[src/rtl/alu_pkg.sv]
// Shared ALU encodings: control codes, ALUOp values and the funct3 fields that matter to decode.
// Imported by the issue stage, its decoder and the ALU itself.
package alu_pkg;

  localparam logic [3:0] ALU_AND = 4'b0000;
  localparam logic [3:0] ALU_OR  = 4'b0001;
  localparam logic [3:0] ALU_ADD = 4'b0010;
  localparam logic [3:0] ALU_SUB = 4'b0110;
  localparam logic [3:0] ALU_ILL = 4'b1111;

  localparam logic [1:0] ALUOP_MEM = 2'b00;
  localparam logic [1:0] ALUOP_BR  = 2'b01;
  localparam logic [1:0] ALUOP_RI  = 2'b10;

  localparam logic [2:0] F3_ADD = 3'b000;
  localparam logic [2:0] F3_OR  = 3'b110;
  localparam logic [2:0] F3_AND = 3'b111;
  localparam logic [2:0] F3_BEQ = 3'b000;
  localparam logic [2:0] F3_BNE = 3'b001;

endpackage

[src/rtl/alu_ctrl_decode.sv]
// Combinational ALUOp/funct decode into the 4-bit ALU control code plus branch kind.
// Branches with an unsupported funct3 keep the SUB code but are flagged illegal.
module alu_ctrl_decode
  import alu_pkg::*;
(
  input  logic [1:0] alu_op,
  input  logic [2:0] funct3,
  input  logic       funct7_b5,
  input  logic       is_rtype,
  output logic [3:0] code,
  output logic       illegal,
  output logic       is_beq,
  output logic       is_bne
);

  always_comb begin
    code    = ALU_ILL;
    illegal = 1'b1;
    is_beq  = 1'b0;
    is_bne  = 1'b0;
    case (alu_op)
      ALUOP_MEM: begin
        code    = ALU_ADD;
        illegal = 1'b0;
      end
      ALUOP_BR: begin
        code    = ALU_SUB;
        is_beq  = (funct3 == F3_BEQ);
        is_bne  = (funct3 == F3_BNE);
        illegal = !(is_beq || is_bne);
      end
      ALUOP_RI: begin
        case (funct3)
          F3_ADD: begin
            code    = (is_rtype && funct7_b5) ? ALU_SUB : ALU_ADD;
            illegal = 1'b0;
          end
          F3_AND: begin
            code    = ALU_AND;
            illegal = 1'b0;
          end
          F3_OR: begin
            code    = ALU_OR;
            illegal = 1'b0;
          end
          default: begin
            code    = ALU_ILL;
            illegal = 1'b1;
          end
        endcase
      end
      default: begin
        code    = ALU_ILL;
        illegal = 1'b1;
      end
    endcase
  end

endmodule

[src/rtl/alu_issue_unit.sv]
// ALU issue stage: decodes and selects operands at capture, holds them in an out/skid pair,
// and resolves BEQ/BNE from the ALU zero flag one cycle after the op is taken.
module alu_issue_unit
  import alu_pkg::*;
#(
  parameter int XLEN  = 32,
  parameter int CNT_W = 16
) (
  input  logic             clk,
  input  logic             rst,
  input  logic             flush,
  input  logic             in_valid,
  output logic             in_ready,
  input  logic [1:0]       in_alu_op,
  input  logic [2:0]       in_funct3,
  input  logic             in_funct7_b5,
  input  logic             in_is_rtype,
  input  logic             in_alu_src,
  input  logic [XLEN-1:0]  in_rs1,
  input  logic [XLEN-1:0]  in_rs2,
  input  logic [XLEN-1:0]  in_imm,
  output logic             out_valid,
  input  logic             out_ready,
  output logic [3:0]       alu_control_lines,
  output logic [XLEN-1:0]  operand1,
  output logic [XLEN-1:0]  operand2,
  output logic             out_illegal,
  input  logic             zero,
  output logic             br_valid,
  output logic             br_taken,
  output logic [CNT_W-1:0] issued_cnt,
  output logic [CNT_W-1:0] illegal_cnt
);

  typedef struct packed {
    logic [3:0]      code;
    logic            illegal;
    logic            is_beq;
    logic            is_bne;
    logic [XLEN-1:0] op1;
    logic [XLEN-1:0] op2;
  } op_t;

  op_t  in_op, out_op, skid_op;
  logic skid_valid;
  logic [3:0] dec_code;
  logic dec_illegal, dec_beq, dec_bne;
  logic in_hs, out_hs, out_free;

  alu_ctrl_decode u_decode (
    .alu_op    (in_alu_op),
    .funct3    (in_funct3),
    .funct7_b5 (in_funct7_b5),
    .is_rtype  (in_is_rtype),
    .code      (dec_code),
    .illegal   (dec_illegal),
    .is_beq    (dec_beq),
    .is_bne    (dec_bne)
  );

  always_comb begin
    in_op         = '0;
    in_op.code    = dec_code;
    in_op.illegal = dec_illegal;
    in_op.is_beq  = dec_beq;
    in_op.is_bne  = dec_bne;
    in_op.op1     = in_rs1;
    in_op.op2     = in_alu_src ? in_imm : in_rs2;
  end

  assign in_hs    = in_valid && in_ready;
  assign out_hs   = out_valid && out_ready;
  assign out_free = !out_valid || out_hs;

  // in_ready is low whenever skid holds an op, so skid drain and input capture never collide.
  always_ff @(posedge clk or posedge rst) begin
    if (rst) begin
      out_valid  <= 1'b0;
      skid_valid <= 1'b0;
      in_ready   <= 1'b1;
      out_op     <= '0;
      skid_op    <= '0;
    end else if (flush) begin
      out_valid  <= 1'b0;
      skid_valid <= 1'b0;
      in_ready   <= 1'b1;
    end else if (out_free) begin
      if (skid_valid) begin
        out_op     <= skid_op;
        out_valid  <= 1'b1;
        skid_valid <= 1'b0;
        in_ready   <= 1'b1;
      end else if (in_hs) begin
        out_op    <= in_op;
        out_valid <= 1'b1;
        in_ready  <= 1'b1;
      end else begin
        out_valid <= 1'b0;
        in_ready  <= 1'b1;
      end
    end else if (in_hs) begin
      skid_op    <= in_op;
      skid_valid <= 1'b1;
      in_ready   <= 1'b0;
    end
  end

  assign alu_control_lines = out_op.code;
  assign operand1          = out_op.op1;
  assign operand2          = out_op.op2;
  assign out_illegal       = out_op.illegal;

  // Branch outcome and counters follow the out handshake even in a flush cycle.
  always_ff @(posedge clk or posedge rst) begin
    if (rst) begin
      br_valid    <= 1'b0;
      br_taken    <= 1'b0;
      issued_cnt  <= '0;
      illegal_cnt <= '0;
    end else begin
      br_valid <= 1'b0;
      if (out_hs) begin
        issued_cnt <= issued_cnt + CNT_W'(1);
        if (out_op.illegal) illegal_cnt <= illegal_cnt + CNT_W'(1);
        if (out_op.is_beq || out_op.is_bne) begin
          br_valid <= 1'b1;
          br_taken <= out_op.is_beq ? zero : !zero;
        end
      end
    end
  end

endmodule

[config.mk]
export PLATFORM = sky130hd
export DESIGN_NAME = alu_issue_unit
export DESIGN_NICKNAME = d
export VERILOG_FILES = /design/src/rtl/alu_pkg.sv /design/src/rtl/alu_ctrl_decode.sv /design/src/rtl/alu_issue_unit.sv
export SDC_FILE = /design/constraint.sdc
export NUM_CORES = 1
export LEC_CHECK = 0
export BUFFER_PORTS_ARGS = -buffer_cell sky130_fd_sc_hd__buf_2
export CAP_MARGIN = 30
export CORE_ASPECT_RATIO = 0.9
export CORE_MARGIN = 3
export CORE_UTILIZATION = 30
export DETAILED_ROUTE_END_ITERATION = 6
export GPL_ROUTABILITY_DRIVEN = 0
export PLACE_DENSITY = 0.51
export SLEW_MARGIN = 40
export SYNTH_ARGS = -nofsm -noshare
export SYNTH_HDL_FRONTEND = slang
export SYNTH_SLANG_ARGS = --single-unit
[constraint.sdc]
create_clock -name clk -period 5.6 [get_ports clk]
set_clock_uncertainty 0.2 [all_clocks]
set_input_delay 0.28 -clock clk [delete_from_list [all_inputs] [get_ports clk]]
set_output_delay 0.28 -clock clk [all_outputs]
set_load 0.03 [all_outputs]
==> flow_metrics.py, run 1 <==
metrics = {
    "global_routing": {
        "grt_pass1_wl_um": 33800,
        "antenna_found_initial": 1,
        "track_usage_pct": 14.0,
        "grt_pass1_vias": 6223,
        "grt_max_degree": 132,
        "overflow": 0,
    },
    "finish": {
        "multiInputGateArea_sq_um": 3140,
        "fin_nets": 1202,
        "finalInstanceArea_sq_um": 10800,
        "drive_gt1_share_pct": 23.8,
        "layout.area.seq_sq_um": 4480,
        "antenna_cells": 0,
        "area_delta_synth_final_pct": 29.1,
        "fillers": 2688,
    },
    "worst_setup_path": {
        "crit_path_cell_trace": "a21oi_1, or3_4, buf_4, o21ai_0",
        "cp_num_buf_inv": 1,
        "arrival_ns": 3.01,
        "start_kind": "register",
        "path_class": "reg2reg",
        "cp_top_family": "simple AND/OR/NAND/NOR gates",
        "max_stage_delay_ns": 0.66,
        "reg2reg_from": "skid_valid",
        "critPathRequiredTime_ns": 5.67,
        "cp-end-kind": "register",
        "critPathSlowestCell": "or3_4",
        "worst-path-max-fanout": 73,
        "startpoint": "skid_valid",
    },
    "power": {
        "seq_power_share_pct": 45.2,
        "p_comb_share_pct": 22.3,
        "power_density_nw_per_um2": 347,
        "switching_share_pct": 32.9,
        "p_leak_nw": 5.27,
        "p_clk_share_pct": 32.5,
        "switchingPower_mw": 1.23,
        "intPower_mw": 2.51,
        "ir_drop_mv": 0.195,
    },
    "clock_tree": {
        "root_buffer": "clkbuf_16",
        "clock_path_buffers": 2,
        "worstSkewPairLatency_ns": 0.42,
        "cts_setup_buffers": 0,
        "clk_transition_reported_paths_ns": 0.07,
        "cts_sinks": 179,
        "cts_max_level": 4,
        "cts-resized-gates": 0,
        "cts_tree": "done",
        "numCtsBuffers": 17,
    },
    "flow_run": {
        "maxCapViolations": 0,
    },
    "detailed_routing": {
        "vias_per_cell": 4.43,
        "dr.pass1.iters": 4,
        "drtAntennaViolNets": 0,
        "drt_iter0_drc": 221,
        "wirelength_um": 20800,
        "drc_errors": 0,
        "vias": 6455,
        "routedWlPerCell_um": 14.3,
    },
    "status": {
        "status": "complete, no violations",
    },
    "yosys": {
        "synth_top_area_cell": "dfrtp_1",
        "synthCells": 871,
        "ys_ff_latch": 179,
        "synth.top_cells.by_area": "dfrtp_1 (53%), nand2_1 (9.9%), mux2i_1 (7.8%), buf_4 (6.1%), o21ai_0 (5.6%)",
        "seq_area_frac_synth_pct": 53.7,
        "synth_fp_nets": 983,
        "synth_enable_flop_cells": 0,
        "synth_flop_cell": "dfrtp_1",
        "syn_area_sq_um": 8350,
        "synth_top_area_share_pct": 53.4,
        "synth_cell_types": 42,
        "async_flop_share_pct": 100,
        "synth.avg_cell_area_sq_um": 9.58,
        "yosysWarnings": 0,
    },
    "floorplanning": {
        "start_util_pct": 30.7,
        "die_h_um": 164,
        "rows": 57,
        "ios": 215,
        "dieArea_sq_um": 29900,
        "core_sq_um": 27200,
        "die_x_um": 182,
    },
    "placement": {
        "hpwlAfterDp_um": 13100,
        "io_buffers": 214,
        "placed_area_sq_um": 9220,
    },
    "timing": {
        "finalHoldViolations": 0,
        "slew_headroom_pct": 50.2,
        "drv_slew": 0,
        "min_period_ns": 2.94,
        "setup_viol": 0,
        "rsz0062_at_grt": "false",
        "fin_setup_tns_ns": 0,
        "fin_crit_sh_pct": 52.5,
        "worstMarginPinSlew_ns": 0.748,
        "fmax_ghz": 0.340,
    },
    "hold_path": {
        "hp-class": "in2reg",
        "hp-start": "in_imm[30]",
    },
}
-- cells by family (layout without fill, tap and decap cells) --
group | after synthesis | count (layout) | share of synthesized area, %
XOR/XNOR | 30 | 30 | 3.15
flip-flops | 179 | 179 | 53.7
adder cells (fa/ha/maj) | 2 | 2 | 0.300
AND/OR/NAND/NOR | 315 | 315 | 15.9
AO/OA/AOI/OAI | 157 | 157 | 9.86
buffers and inverters | 120 | 352 | 8.92
multiplexers | 68 | 68 | 8.20
-- layer usage --
metal | track usage (%) | up-vias | share of wire (%)
met5 | 0 | - | 0.034
met4 | 2.91 | 2 | 0.72
met3 | 3.50 | 12 | 5.4
met2 | 21.8 | 142 | 45
met1 | 20.0 | 3030 | 49
li1 | - | 3269 | -
-- area by class of cell --
class	instances	area share (%)
Timing Repair Buffer	314	19.4
Multi-Input combinational cell	572	29.1
Inverter	6	0.325
Tap cell	354	4.11
Clock inverter	12	1.38
Sequential cell	179	41.6
Clock buffer	20	4.05
-- synthesized netlist by cell type (all sizes together), types with 5 or more instances --
cell,n
nand2,220
dfrtp,178
o21ai,108
buf,90
mux2i,65
nor2,44
a21oi,38
clkbuf,24
xnor2,24
nand3,13
nand4,8
and3,6
inv,6
xor2,6
and4,5
nor3,5
-- per-stage QoR --
stage	power (mW)	setup slack, ns	instances	util [%]	hold slack (ns)
6_report	3.74	2.66	1457	39.7	0.0115
5_1_grt	3.97	2.39	1457	39.7	0.0102
4_1_cts	3.80	2.74	1456	39.5	0.000429
3_5_place_dp	2.50	2.73	1330	33.9	0.258
3_3_place_gp	2.49	2.81	1330	33.9	0.256
2_1_floorplan	2.34	0.263	871	-	0.143
-- timing repair --
action	4_1_cts	5_1_grt
hold endpoints to repair	228	0
setup endpoints to repair	0	0
hold buffers	94	0
-- registers in the layout, summed over array words and instances, names as in the netlist --
name / count
alu_control_lines: 4
br_taken: 1
br_valid: 1
illegal_cnt: 16
in_ready: 1
issued_cnt: 16
operand1: 32
operand2: 32
out_illegal: 1
out_op: 2
out_valid: 1
skid_op: 71
skid_valid: 1
-- power by group through the flow --
stage	Combinational (mW)	Clock (mW)	Sequential [mW]
2_1_floorplan	0.603	0	1.74
3_3_place_gp	0.774	0	1.71
3_5_place_dp	0.786	0	1.71
4_1_cts	0.844	1.26	1.69
5_1_grt	0.927	1.32	1.72
6_report	0.834	1.21	1.69
-- final timing paths --
kind,cells past startpoint,slack (ns),to
max in group asynchronous,4,3.68,skid_op[34]
max,4,2.66,operand2[9]
min,3,0.01,skid_op[30]
max reg2reg,4,2.66,operand2[9]
min reg2reg,1,0.27,issued_cnt[15]
min in group asynchronous,3,0.30,illegal_cnt[9]
-- cell usage in the layout, fill, tap and decap left out, types with 3 or more instances in the layout --
master / count
nand2_1: 220
buf_2: 213
dfrtp_1: 177
dlygate4sd3_1: 94
o21ai_0: 93
mux2i_1: 65
nor2_1: 44
a21oi_1: 38
xnor2_1: 24
clkbuf_16: 17
o21ai_1: 15
nand3_1: 11
nand4_1: 8
xor2_1: 6
and3_1: 5
and4_1: 5
inv_1: 5
nor3_1: 4
buf_4: 4
and2_1: 3
nor2b_1: 3
mux2_2: 3
o21a_1: 3
clkbuf_1: 3
clkinvlp_4: 3
clkinv_4: 3
-- worst register-to-register path, delay by kind of cell (launching register included) --
kind	cells	cell delay, ns
AOI/OAI and AO/OA	2	0.68
and+or+nand+nor	1	0.66
DFF	1	0.65
buffers and inverters	1	0.60
Power figures use the tool's default switching activity.
==> inputs of run 2 (changes only) <==
--- a/config.mk
+++ b/config.mk
@@ -5,6 +5,7 @@
 export SDC_FILE = /design/constraint.sdc
 export NUM_CORES = 1
 export LEC_CHECK = 0
+export ABC_AREA = 1
 export BUFFER_PORTS_ARGS = -buffer_cell sky130_fd_sc_hd__buf_2
 export CAP_MARGIN = 30
 export CORE_ASPECT_RATIO = 0.9
==> constraint.sdc (replaced) <==
create_clock -name clk -period 2.7 [get_ports clk]
set_clock_uncertainty 0.2 [all_clocks]
set_input_delay 0.135 -clock clk [delete_from_list [all_inputs] [get_ports clk]]
set_output_delay 0.135 -clock clk [all_outputs]
set_load 0.03 [all_outputs]
==> run 2 against run 1 <==
Design area grew 5.6%; non-clock buffer count grew 25; critical path depth grew 7; power grew 110%; area after synthesis grew 4.7%; clock power grew 110%; register-to-register slack lost 2.3 ns; routed wire length grew 5.1%; critical endpoint is now skid_op[69]; highest routed layer unchanged.
==> flow_metrics.py, run 2 <==
metrics = {
    "yosys": {
        "synth_flop_cell": "dfrtp_1",
        "yosysWarnings": 0,
        "syn_area_sq_um": 8740,
        "synth_top_area_cell": "dfrtp_1",
        "synthCells": 1085,
        "synth_fp_nets": 1197,
        "synth_enable_flop_cells": 0,
        "yosys-top-cells-count": "nand2_1 (307), o21ai_0 (196), dfrtp_1 (178)",
        "async_flop_share_pct": 100,
        "seq_area_frac_synth_pct": 51.3,
        "synth.most_common_cell": "nand2_1",
        "synth.avg_cell_area_sq_um": 8.05,
        "synth.top_cells.by_area": "dfrtp_1 (51%), nand2_1 (13%), o21ai_0 (11%), buf_4 (6.4%), inv_1 (5.6%)",
        "synth_top_area_share_pct": 51.0,
        "ys_ff_latch": 179,
        "synth_cell_types": 28,
    },
    "worst_setup_path": {
        "r2r_cells": 8,
        "ff2ff_setup_slack_ns": 0.36,
        "reg2reg_from": "out_valid",
        "max_stage_delay_ns": 0.56,
        "worstReg2RegEnd": "skid_op[69]",
        "arrival_ns": 2.53,
        "worst-path-max-fanout": 73,
        "cpMostUsedCell": "dlygate4sd3_1",
        "cp_num_buf_inv": 6,
        "start_kind": "primary input",
        "critPathRequiredTime_ns": 2.86,
        "cp_top_family": "buffers and inverters",
        "critPathSlowestCell": "dlygate4sd3_1",
        "startpoint": "out_ready",
        "cp-end-kind": "register",
        "crit_path_cell_trace": "dlygate4sd3_1, buf_2, inv_1, nand2_1, nor2_2, inv_2, nor2_4, buf_6, nor2_1, a31oi_1, dlygate4sd3_1",
        "path_class": "in2reg",
    },
    "timing": {
        "worstMarginPinSlew_ns": 0.702,
        "holdWs_ns": 0.00430,
        "slew_headroom_pct": 53.1,
        "fmax_ghz": 0.422,
        "worst_slack_ns": 0.332,
        "rsz0062_at_grt": "false",
        "min_period_ns": 2.37,
        "fin_setup_tns_ns": 0,
        "drv_slew": 0,
        "setup_viol": 0,
        "finalHoldViolations": 0,
        "fin_crit_sh_pct": 87.7,
    },
    "power": {
        "p_clk_share_pct": 31.7,
        "p_leak_nw": 5.87,
        "p_comb_share_pct": 24.2,
        "switchingPower_mw": 2.82,
        "intPower_mw": 5.17,
        "switching_share_pct": 35.3,
        "seq_power_share_pct": 44.1,
        "power_density_nw_per_um2": 702,
        "ir_drop_mv": 0.394,
    },
    "detailed_routing": {
        "vias": 7357,
        "drc_errors": 0,
        "dr.pass1.iters": 4,
        "drt_iter0_drc": 384,
        "wirelength_um": 21900,
        "vias_per_cell": 4.34,
        "routedWlPerCell_um": 12.9,
        "drtAntennaViolNets": 0,
    },
    "hold_path": {
        "hp-class": "in2reg",
        "hold_path_end": "operand2[15]",
        "hp-start": "in_rs2[15]",
        "hold_path_depth": 5,
    },
    "finish": {
        "fillers": 2902,
        "final_common_cell": "nand2_1",
        "area_delta_synth_final_pct": 30.2,
        "fin_nets": 1435,
        "multiInputGateArea_sq_um": 3010,
        "largest_reg_flops": 71,
        "layout_common_cells": "nand2_1 (306), buf_2 (214), o21ai_0 (196), dfrtp_1 (177), inv_1 (130)",
        "layout.area.seq_sq_um": 4480,
        "antenna_cells": 0,
        "drive_gt1_share_pct": 20.5,
        "top_register": "skid_op",
    },
    "clock_tree": {
        "cts_setup_buffers": 0,
        "clock_path_buffers": 2,
        "cts_sinks": 179,
        "root_buffer": "clkbuf_16",
        "cts_max_level": 4,
        "clk_transition_reported_paths_ns": 0.07,
        "cts_tree": "done",
        "numCtsBuffers": 17,
        "worstSkewPairLatency_ns": 0.44,
    },
    "global_routing": {
        "met2_usage_pct": 24.1,
        "met3_usage_pct": 3.20,
        "antenna_found_initial": 2,
        "grt-busiest-layer": "met2",
        "grt_pass1_vias": 7119,
        "track_usage_pct": 14.5,
        "grt_pass1_wl_um": 36500,
        "grt_max_degree": 75,
        "use_met1_pct": 19.2,
        "overflow": 0,
    },
    "flow_run": {
        "maxCapViolations": 0,
    },
    "placement": {
        "io_buffers": 214,
        "dp_slack_ns": 0.675,
        "hpwlAfterDp_um": 14600,
    },
    "floorplanning": {
        "rows": 58,
        "core_sq_um": 28300,
        "start_util_pct": 30.9,
        "ios": 215,
        "dieArea_sq_um": 31200,
        "die_x_um": 186,
        "die_h_um": 168,
    },
    "status": {
        "status": "complete, no violations",
    },
}
run 2: cells by family after synthesis:
kind of cell / Yosys count / synth area share [%]
AO/OA/AOI/OAI: 248 / 14.3
flip-flops: 179 / 51.3
buffers and inverters: 254 / 14.6
AND/OR/NAND/NOR: 378 / 17.2
adder cells (fa/ha/maj): 2 / 0.286
XOR/XNOR: 24 / 2.41
run 2: final cells by class:
cell class	instances	area share (%)
timing repair buffer	339	20.4
clock inverter	15	1.61
inverter	134	4.48
sequential	179	39.4
clock buffer	17	3.74
multi-input combinational	652	26.4
tap	360	3.96
run 2: stage by stage:
stage / instance area (sq um) / power, mW / util, % / cells
CTS: 11400 / 8.14 / 40.2 / 1697
finish: 11400 / 7.99 / 40.2 / 1696
global placement: 9630 / 5.36 / 34.0 / 1551
detailed placement: 9630 / 5.39 / 34.0 / 1551
global route: 11400 / 8.51 / 40.2 / 1696
floorplan: 8740 / 5.04 / - / 1085
run 2: layer usage:
layer	part of all wire, %	up-vias
li1	-	3815
met1	46	3381
met2	48	136
met3	4.5	21
met4	1.1	4
met5	0.12	-
run 2: timing repair:
action | in CTS | in global routing
endpoints found under the hold margin | 161 | 0
gates resized for setup | 0 | 2
hold buffers | 114 | 0
setup endpoints to repair | 0 | 2
run 2: power by group through the flow:
stage                     Sequential, mW  Combinational, mW  Clock [mW]
after floorplan                     3.66               1.38           0
after global placement              3.57               1.79           0
after detailed placement            3.57               1.82           0
after CTS                           3.53               1.97        2.64
after global routing                3.60               2.17        2.74
final                               3.52               1.94        2.53
run 2: how the worst max path moves through the flow:
stage                      endpoint  depth (start not counted)
3_5_place_dp            out_illegal                          6
2_1_floorplan  alu_control_lines[0]                          1
4_1_cts                 skid_op[67]                         10
3_3_place_gp            skid_op[43]                          6
5_1_grt                 skid_op[69]                          8
6_report                skid_op[69]                         11
run 2: worst reg2reg max path: cells and delay by family (launching register included):
| kind | cells | cell delay [ns] |
|---|---|---|
| DFF | 1 | 0.41 |
| and+or+nand+nor | 4 | 0.49 |
| AOI/OAI and AO/OA | 1 | 0.14 |
| buffers and inverters | 3 | 1.04 |
==> inputs of run 3 (changes only) <==
--- a/config.mk
+++ b/config.mk
@@ -5,7 +5,6 @@
 export SDC_FILE = /design/constraint.sdc
 export NUM_CORES = 1
 export LEC_CHECK = 0
-export ABC_AREA = 1
 export BUFFER_PORTS_ARGS = -buffer_cell sky130_fd_sc_hd__buf_2
 export CAP_MARGIN = 30
 export CORE_ASPECT_RATIO = 0.9
==> run 3 against run 2 <==
Die area decreased by 4.3%; highest routed layer is now met4; sequential power about the same; register-to-register slack got worse by 0.08 ns; non-clock buffer count decreased by 1; sequential cell count unchanged; routed wire length decreased by 4.6%; core utilization increased by 0.36 points.
==> flow_metrics.py, run 3 (synthesis gave the netlist of run 1 again) <==
metrics = {
    "worst_setup_path": {
        "start_kind": "register",
        "path_class": "reg2reg",
        "critPathRequiredTime_ns": 2.78,
        "arrival_ns": 2.50,
        "cp-end-kind": "register",
        "worst-path-max-fanout": 58,
    },
    "finish": {
        "stdcell_count": 1482,
        "area_delta_synth_final_pct": 32.0,
        "layout_common_cells": "nand2_1 (220), buf_2 (214), dfrtp_1 (177), dlygate4sd3_1 (112), o21ai_0 (93)",
        "drive_gt1_share_pct": 23.9,
        "top_register": "skid_op",
        "largest_reg_flops": 71,
        "fin_nets": 1226,
        "final_common_cell": "nand2_1",
    },
    "clock_tree": {
        "numCtsBuffers": 17,
        "cts_sinks": 179,
        "clock_path_buffers": 2,
        "cts-resized-gates": 0,
        "cts_max_level": 4,
        "clk_transition_reported_paths_ns": 0.07,
        "postCtsHoldBufs": 112,
        "root_buffer": "clkbuf_16",
        "worstSkewPairLatency_ns": 0.42,
        "cts_tree": "done",
        "cts_setup_buffers": 0,
    },
    "floorplanning": {
        "ios": 215,
        "rows": 57,
        "die_h_um": 164,
        "die_x_um": 182,
        "dieArea_sq_um": 29900,
        "core_sq_um": 27200,
        "start_util_pct": 30.7,
    },
    "power": {
        "switchingPower_mw": 2.58,
        "seq_power_share_pct": 44.9,
        "ir_drop_mv": 0.428,
        "intPower_mw": 5.22,
        "switching_share_pct": 33.1,
        "power_mw": 7.80,
        "p_leak_nw": 5.37,
        "power_density_nw_per_um2": 708,
        "p_clk_share_pct": 32.4,
        "p_comb_share_pct": 22.7,
    },
    "placement": {
        "hpwlAfterDp_um": 13600,
        "io_buffers": 214,
        "place_inst": 1337,
        "dp_slack_ns": 0.275,
    },
    "detailed_routing": {
        "routedWlPerCell_um": 14.1,
        "wirelength_um": 20900,
        "vias_per_cell": 4.44,
        "drc_errors": 0,
        "drt_iter0_drc": 278,
        "vias": 6575,
        "dr.pass1.iters": 4,
        "drtAntennaViolNets": 0,
    },
    "timing": {
        "min_period_ns": 2.42,
        "worstMarginPinSlew_ns": 0.733,
        "fin_crit_sh_pct": 89.5,
        "finalHoldViolations": 0,
        "worst_slack_ns": 0.284,
        "setup_viol": 0,
        "drv_slew": 0,
        "fmax_ghz": 0.414,
        "fin_setup_tns_ns": 0,
        "slew_headroom_pct": 51.1,
        "rsz0062_at_grt": "false",
    },
    "global_routing": {
        "grt-busiest-layer": "met2",
        "grt_max_degree": 122,
        "antenna_found_initial": 2,
        "met2_usage_pct": 22.4,
        "track_usage_pct": 14.2,
        "grt_pass1_vias": 6532,
        "met3_usage_pct": 3.59,
        "grt_pass1_wl_um": 34100,
        "overflow": 0,
        "use_met1_pct": 19.4,
    },
    "status": {
        "status": "complete, no violations",
    },
    "flow_run": {
        "maxCapViolations": 0,
    },
    "hold_path": {
        "hp-class": "in2reg",
    },
}
## run 3: cell types whose count changed in the layout (fill, tap and decap cells not counted), moves of 13 or more
cell,before,now
nor2_1,31,44
o21ai_0,196,93
nand2_1,306,220
inv_1,130,5
o21ai_1,40,15
a21oi_1,7,38
mux2i_1,0,65
## run 3: worst max-delay path: stages, from the launching register on
cell and delay, ns:
dfrtp_4 0.41, buf_4 0.56, buf_4 0.69, mux2i_1 0.25, o21ai_0 0.11
## run 3: worst paths after layout
path                            cells after the start            from  slack, ns        endpoint
worst max-delay path                                4      skid_valid       0.28     operand1[5]
worst min register to register                      1  issued_cnt[15]       0.27  issued_cnt[15]
worst max register to register                      4      skid_valid       0.28     operand1[5]
worst min-delay path                                5    in_funct7_b5       0.03     skid_op[69]
max in group asynchronous                           4             rst       1.47      skid_valid
min in group asynchronous                           4             rst       0.23  issued_cnt[14]
## run 3: cell type report
| cell class | instances | area (sq um) |
|---|---|---|
| antenna | 2 | 5.00 |
| clock buffer | 19 | 433 |
| clock inverter | 12 | 148 |
| fill | 2693 | 16200 |
| inverter | 6 | 26.3 |
| multi-input combinational | 572 | 3130 |
| sequential | 179 | 4480 |
| tap | 354 | 443 |
| timing repair buffer | 338 | 2350 |
## run 3: metrics by stage
| stage | util (%) | instance area, sq um | hold slack (ns) |
|---|---|---|---|
| after floorplan | - | 8350 | -0.00195 |
| after global placement | 34.2 | 9290 | 0.141 |
| after detailed placement | 34.3 | 9310 | 0.144 |
| after CTS | 40.5 | 11000 | 0.0143 |
| after global routing | 40.6 | 11000 | 0.0505 |
| final | 40.6 | 11000 | 0.0323 |
## run 3: routing by layer
metal	part of all wire [%]	vias to the layer above
li1	-	3320
met1	49	3089
met2	45	150
met3	4.7	16
met4	1.6	0
met5	0	-
## run 3: power groups by stage
stage	Combinational (mW)	Sequential [mW]	Clock, mW
global route	1.97	3.58	2.74
CTS	1.80	3.51	2.63
floorplan	1.25	3.61	0
global placement	1.63	3.55	0
detailed placement	1.66	3.56	0
finish	1.77	3.50	2.53
